`config.mk`:
```
export PLATFORM = sky130hd
export DESIGN_NAME = fifo_wr_arbiter
export DESIGN_NICKNAME = d
export VERILOG_FILES = /design/src/rtl/fifo_wr_arbiter.sv
export SDC_FILE = /design/constraint.sdc
export NUM_CORES = 1
export LEC_CHECK = 0
export CORE_ASPECT_RATIO = 0.9
export CORE_UTILIZATION = 30
export DETAILED_ROUTE_END_ITERATION = 6
export PLACE_DENSITY = 0.71
export RECOVER_POWER = 50
export SYNTH_ARGS = -nofsm -noshare
export SYNTH_HDL_FRONTEND = slang
export SYNTH_SLANG_ARGS = --single-unit
export TNS_END_PERCENT = 30
```
`constraint.sdc`:
```
create_clock -name clk -period 1.64 [get_ports clk]
set_input_delay 0.164 -clock clk [delete_from_list [all_inputs] [get_ports clk]]
set_output_delay 0.164 -clock clk [all_outputs]
set_load 0.005 [all_outputs]
```
`src/rtl/fifo_wr_arbiter.sv`:
```
`default_nettype none
// ============================================================================
// Module      : fifo_wr_arbiter
// Description : Packet-granular round-robin arbiter for a shared FIFO write port.
// Revision    : 1.0 - initial release
// ============================================================================
module fifo_wr_arbiter #(
  parameter int NUM_REQ     = 4,
  parameter int DATA_WIDTH  = 8,
  parameter int MAX_PKT_LEN = 64,
  parameter int CNT_WIDTH   = 16,
  localparam int IDX_W      = (NUM_REQ > 1) ? $clog2(NUM_REQ) : 1
) (
  input  logic                          clk,
  input  logic                          rst_n,
  input  logic [NUM_REQ-1:0]            req_valid,
  input  logic [NUM_REQ*DATA_WIDTH-1:0] req_data,
  input  logic [NUM_REQ-1:0]            req_last,
  output logic [NUM_REQ-1:0]            req_ready,
  input  logic                          fifo_full,
  input  logic                          fifo_almost_full,
  output logic                          fifo_wr_en,
  output logic [DATA_WIDTH-1:0]         fifo_wr_data,
  output logic [IDX_W-1:0]              grant_id,
  output logic                          busy,
  output logic                          pkt_overflow,
  output logic [CNT_WIDTH-1:0]          pkt_cnt
);

  localparam int BEAT_W = $clog2(MAX_PKT_LEN);

  localparam logic [0:0]        c_st_idle   = 1'b0;
  localparam logic [0:0]        c_st_xfer   = 1'b1;
  localparam logic [BEAT_W-1:0] c_beat_last = BEAT_W'(MAX_PKT_LEN - 1);

  logic [0:0]           r_state;
  logic [IDX_W-1:0]     r_rr_ptr;
  logic [IDX_W-1:0]     r_grant_id;
  logic [BEAT_W-1:0]    r_beat_cnt;
  logic [CNT_WIDTH-1:0] r_pkt_cnt;
  logic                 r_pkt_overflow;

  logic                 w_found;
  logic [IDX_W-1:0]     w_pick;
  logic                 w_xfer;
  logic                 w_gnt_valid;
  logic                 w_gnt_last;
  logic                 w_accept;
  logic                 w_at_limit;
  logic                 w_pkt_end;
  logic                 w_force_end;

  // Search starts one past the last served requester, so it ends up lowest priority.
  always_comb begin
    int idx;
    w_found = 1'b0;
    w_pick  = '0;
    idx     = 0;
    for (int k = 1; k <= NUM_REQ; k++) begin
      idx = int'(r_rr_ptr) + k;
      if (idx >= NUM_REQ) begin
        idx = idx - NUM_REQ;
      end
      if (!w_found && req_valid[idx]) begin
        w_found = 1'b1;
        w_pick  = IDX_W'(idx);
      end
    end
  end

  assign w_xfer      = (r_state == c_st_xfer);
  assign w_gnt_valid = req_valid[r_grant_id];
  assign w_gnt_last  = req_last[r_grant_id];
  assign w_accept    = w_xfer & w_gnt_valid & ~fifo_full;
  assign w_at_limit  = (r_beat_cnt == c_beat_last);
  assign w_pkt_end   = w_accept & (w_gnt_last | w_at_limit);
  assign w_force_end = w_accept & ~w_gnt_last & w_at_limit;

  always_comb begin
    req_ready = '0;
    if (w_xfer) begin
      req_ready[r_grant_id] = ~fifo_full;
    end
  end

  assign fifo_wr_en   = w_accept;
  assign fifo_wr_data = req_data[int'(r_grant_id)*DATA_WIDTH +: DATA_WIDTH];
  assign grant_id     = r_grant_id;
  assign busy         = w_xfer;
  assign pkt_overflow = r_pkt_overflow;
  assign pkt_cnt      = r_pkt_cnt;

  always_ff @(posedge clk or negedge rst_n) begin
    if (!rst_n) begin
      r_state        <= c_st_idle;
      r_rr_ptr       <= IDX_W'(NUM_REQ - 1);
      r_grant_id     <= '0;
      r_beat_cnt     <= '0;
      r_pkt_cnt      <= '0;
      r_pkt_overflow <= 1'b0;
    end else begin
      r_pkt_overflow <= w_force_end;
      case (r_state)
        c_st_idle: begin
          // almost_full only gates the start of a packet, never one in flight.
          if (w_found && !fifo_almost_full) begin
            r_grant_id <= w_pick;
            r_beat_cnt <= '0;
            r_state    <= c_st_xfer;
          end
        end
        c_st_xfer: begin
          if (w_accept) begin
            r_beat_cnt <= r_beat_cnt + BEAT_W'(1);
          end
          if (w_pkt_end) begin
            r_state   <= c_st_idle;
            r_rr_ptr  <= r_grant_id;
            r_pkt_cnt <= r_pkt_cnt + CNT_WIDTH'(1);
          end
        end
        default: begin
          r_state <= c_st_idle;
        end
      endcase
    end
  end

endmodule
`default_nettype wire

```
==> results.md <==
* Outcome: finished, violations left
* Failing checks: negative setup slack
* Synthesized Nets at 200
* P&R area growth vs syn at 69.0%
* First-pass DRT Iterations at 4
* Initial DRC Count at 76
* Register bit total from synthesis at 28
* Worst skew pair latency at 0.28 ns
* Layout cell share with drive strength beyond 1 at 33.2%
* Critical Path Fanout Max at 5
* Antenna diode count at 0
* Max Cap Violations at 0
* # rows at 26
* Peak-usage layer in the global routing report: met2
* First-pass GRT wire length at 7530 um
* Crit path to: pkt_cnt[1]
* H-tree depth at 1
* Via/cell ratio at 5.05
* Area of the mapped netlist at 0.00180 mm^2
* Sinks on Clock Net at 28
* Crit start category: register
* Slew Limit Fails at 0
* Setup WS pre-CTS at -0.362 ns
* Setup repair after global routing missed its margin: true
* Clock share of power at 9.7%
* Final WL at 5140 um
* GPL Wtd Cong at 0.741
* Kind of critical path: reg -> reg
* Gr ovfl total at 0
* GR Util met1 at 20.5%
* Min Tclk post-route at 1.90 ns
* Placed Cells at 317
* Via count at 1,678
* Min-delay worst type: in -> async
* Root Buffer Master: clkbuf_8
* Antenna Nets Post-Route at 0
* Hold-fix buffers, CTS at 0
* Final Hold Fails at 0
* IO Port Bufs at 76
* WP data required at 1.80 ns
* Gr usage total at 15.1%
* Final Setup Violations at 32
* Worst Setup SP: grant_id[0]
* Ys Warns at 0
* Logic pwr share at 64.1%
* CTS buffer count at 3
* Worst-path clk slew at 0.10 ns
* Minimum hold slack at 0.443 ns
* Per-cell routed wire length at 15.5 um
* Worst R2R Path Depth at 5
* Vias in the first global route at 1,605
* Fin util at 53.2%
* Maximum vdd ir drop at 0.625 mV
* Switching power at 1.50 mW
* CP Capture Type: register
* Initial antenna violation count at 0
* Net Sw Frac at 37.6%
* Filler instances at 505
* Worst path arrival time at 2.06 ns
* Fin cells at 332
* Largest stage delay, worst path at 0.54 ns
* Syn avg cell area at 11.7 um^2
* Grt met2 use at 24.3%
* Worst-path cell chain: buf_6, mux4_2, a31oi_4, nor2_2, mux2_1
* DR DRC count at 0
* Clock Skew at 0.00895 ns
* DP Wirelength at 3810 um
* Seq pwr share at 26.1%
* Final WS setup at -0.255 ns
* Top Ports at 77
* Clock buffer depth at 2
* Least-Margin Pin Slew at 0.686 ns
* Met3 Use GR at 2.93%
* F_max at 0.528 GHz
* Die X-Extent at 83.7 um
* Cells after Synth at 154
* Slowest stage cell, crit path: mux4_2
* Max_slew headroom at 54.3%
* Fin crit share at 116%
* Layout Nets at 309
* Synth unique cells at 44
* Initial core utilization at 31.5%
* RR Startpoint: grant_id[0]
* CTS tree: yes
* Largest net degree at the start of global routing at 29
* Die ar. at 0.00632 mm^2
* Cell-internal power at 2.49 mW
* Die height at 75.5 um
* Worst reg2reg setup slack at -0.26 ns
* Power per cell area at 1310 mW/mm^2
* RR Endpoint: pkt_cnt[1]
* Leakage at 1.40 nW
* Core area at 0.00573 mm^2
* Setup TNS at -4.97 ns
* Register area share after synthesis at 39.0%
==> cell type report <==
class | count | area, um^2 | area share, %
Clock buffer | 4 | 45.0 | 1.48
Timing Repair Buffer | 113 | 1080 | 35.3
Inverter | 6 | 22.5 | 0.740
Sequential cell | 28 | 703 | 23.1
Multi-Input combinational cell | 111 | 1110 | 36.5
Tap cell | 70 | 87.6 | 2.88
==> worst max-delay path, delay by kind of cell (launching register included) <==
kind / cells / cell delay, ns
AOI/OAI and AO/OA: 1 / 0.28
buffers and inverters: 1 / 0.11
DFF: 1 / 0.41
muxes: 2 / 0.86
and+or+nand+nor: 1 / 0.13
==> sequential cells by signal, indices dropped and copies added, names as in the netlist <==
| name | cells |
|---|---|
| pkt_cnt | 16 |
| r_beat_cnt | 6 |
| grant_id | 2 |
| r_rr_ptr | 2 |
| busy | 1 |
| pkt_overflow | 1 |
==> how the worst min path moves through the flow <==
stage / start / end / slack (ns) / depth (start not counted)
floorplan: rst_n / busy / -0.13 / 0
global placement: pkt_cnt[15] / pkt_cnt[15] / 0.45 / 1
detailed placement: pkt_cnt[15] / pkt_cnt[15] / 0.46 / 1
CTS: rst_n / r_beat_cnt[4] / 0.27 / 2
global route: pkt_cnt[15] / pkt_cnt[15] / 0.49 / 1
finish: rst_n / r_beat_cnt[4] / 0.44 / 2
==> per-layer routing <==
| metal | part of all wire [%] | routed length (um) | up-vias |
|---|---|---|---|
| li1 | - | - | 801 |
| met1 | 45 | 2290 | 849 |
| met2 | 52 | 2660 | 21 |
| met3 | 2.2 | 114 | 7 |
| met4 | 1.5 | 78 | 0 |
| met5 | 0 | 0 | - |
==> cells by family (layout without fill, tap and decap cells) <==
| group | Yosys count | count (layout) | share of synthesized area, % |
|---|---|---|---|
| simple gates | 61 | 61 | 24.6 |
| mux | 15 | 15 | 14.7 |
| compound gates | 18 | 18 | 8.47 |
| flops | 28 | 28 | 39.0 |
| xor+xnor | 15 | 15 | 7.29 |
| buf+inv | 15 | 123 | 4.51 |
| fa+ha+maj | 2 | 2 | 1.39 |
==> cells in the final DEF (no fill, tap or decap), drive strengths merged, types with 2 or more instances in the layout <==
master         count
a211o              3
mux2               2
dfstp              2
mux4               9
nor4               8
mux2i              4
and2               2
nand3              9
and4               3
clkdlybuf4s50     60
nand2              8
xor2              15
buf               46
ha                 2
nand4              5
nor2               8
clkbuf             6
a21oi              2
nand2b             3
o22a               2
dlymetal6s2s       3
nor4b              6
a31oi              2
and3               3
inv                6
o21ai              3
dfrtp             26
==> cell usage after synthesis, drive strengths merged <==
cell / count / area share [%]
dfrtp: 26 / 36
xor2: 15 / 7.3
mux4: 9 / 11
nand3: 9 / 2.5
buf: 8 / 3.1
nand2: 8 / 1.7
nor2: 8 / 1.8
nor4: 8 / 4.9
inv: 6 / 1.2
nor4b: 6 / 5.0
nand4: 5 / 1.7
mux2i: 4 / 2.2
a211o: 3 / 1.5
and3: 3 / 1.0
and4: 3 / 1.5
nand2b: 3 / 1.0
o21ai: 3 / 0.83
a21oi: 2 / 0.56
a31oi: 2 / 1.5
and2: 2 / 0.69
dfstp: 2 / 2.9
ha: 2 / 1.4
mux2: 2 / 1.2
o22a: 2 / 1.5
a211oi: 1 / 0.42
a21o: 1 / 0.42
a22o: 1 / 0.49
and4bb: 1 / 0.69
clkbuf: 1 / 0.21
nand3b: 1 / 0.42
nor3: 1 / 0.28
nor3b: 1 / 0.42
o22ai: 1 / 0.35
o311ai: 1 / 0.49
o31a: 1 / 0.49
or2: 1 / 0.35
or3b: 1 / 0.62
==> power by group through the flow <==
stage               clock network, mW  logic (mW)  registers (mW)
floorplan                           0        1.18            1.06
global placement                    0        2.15            1.04
detailed placement                  0        2.18            1.04
CTS                             0.399        2.41            1.04
global route                    0.425        2.74            1.07
finish                          0.388        2.56            1.04
==> per-stage QoR <==
step	area, um^2	power (mW)
CTS	2960	3.85
global placement	2810	3.19
floorplan	1820	2.24
finish	3050	3.99
detailed placement	2810	3.23
global route	3050	4.23
==> what timing repair did <==
action / 4_1_cts / 5_1_grt
gates cloned: 0 / 1
setup endpoints to repair: 34 / 38
buffers inserted: 9 / 1
resized for setup: 67 / 13
pin swaps: 4 / 8
(Power assumes the default switching activity.)
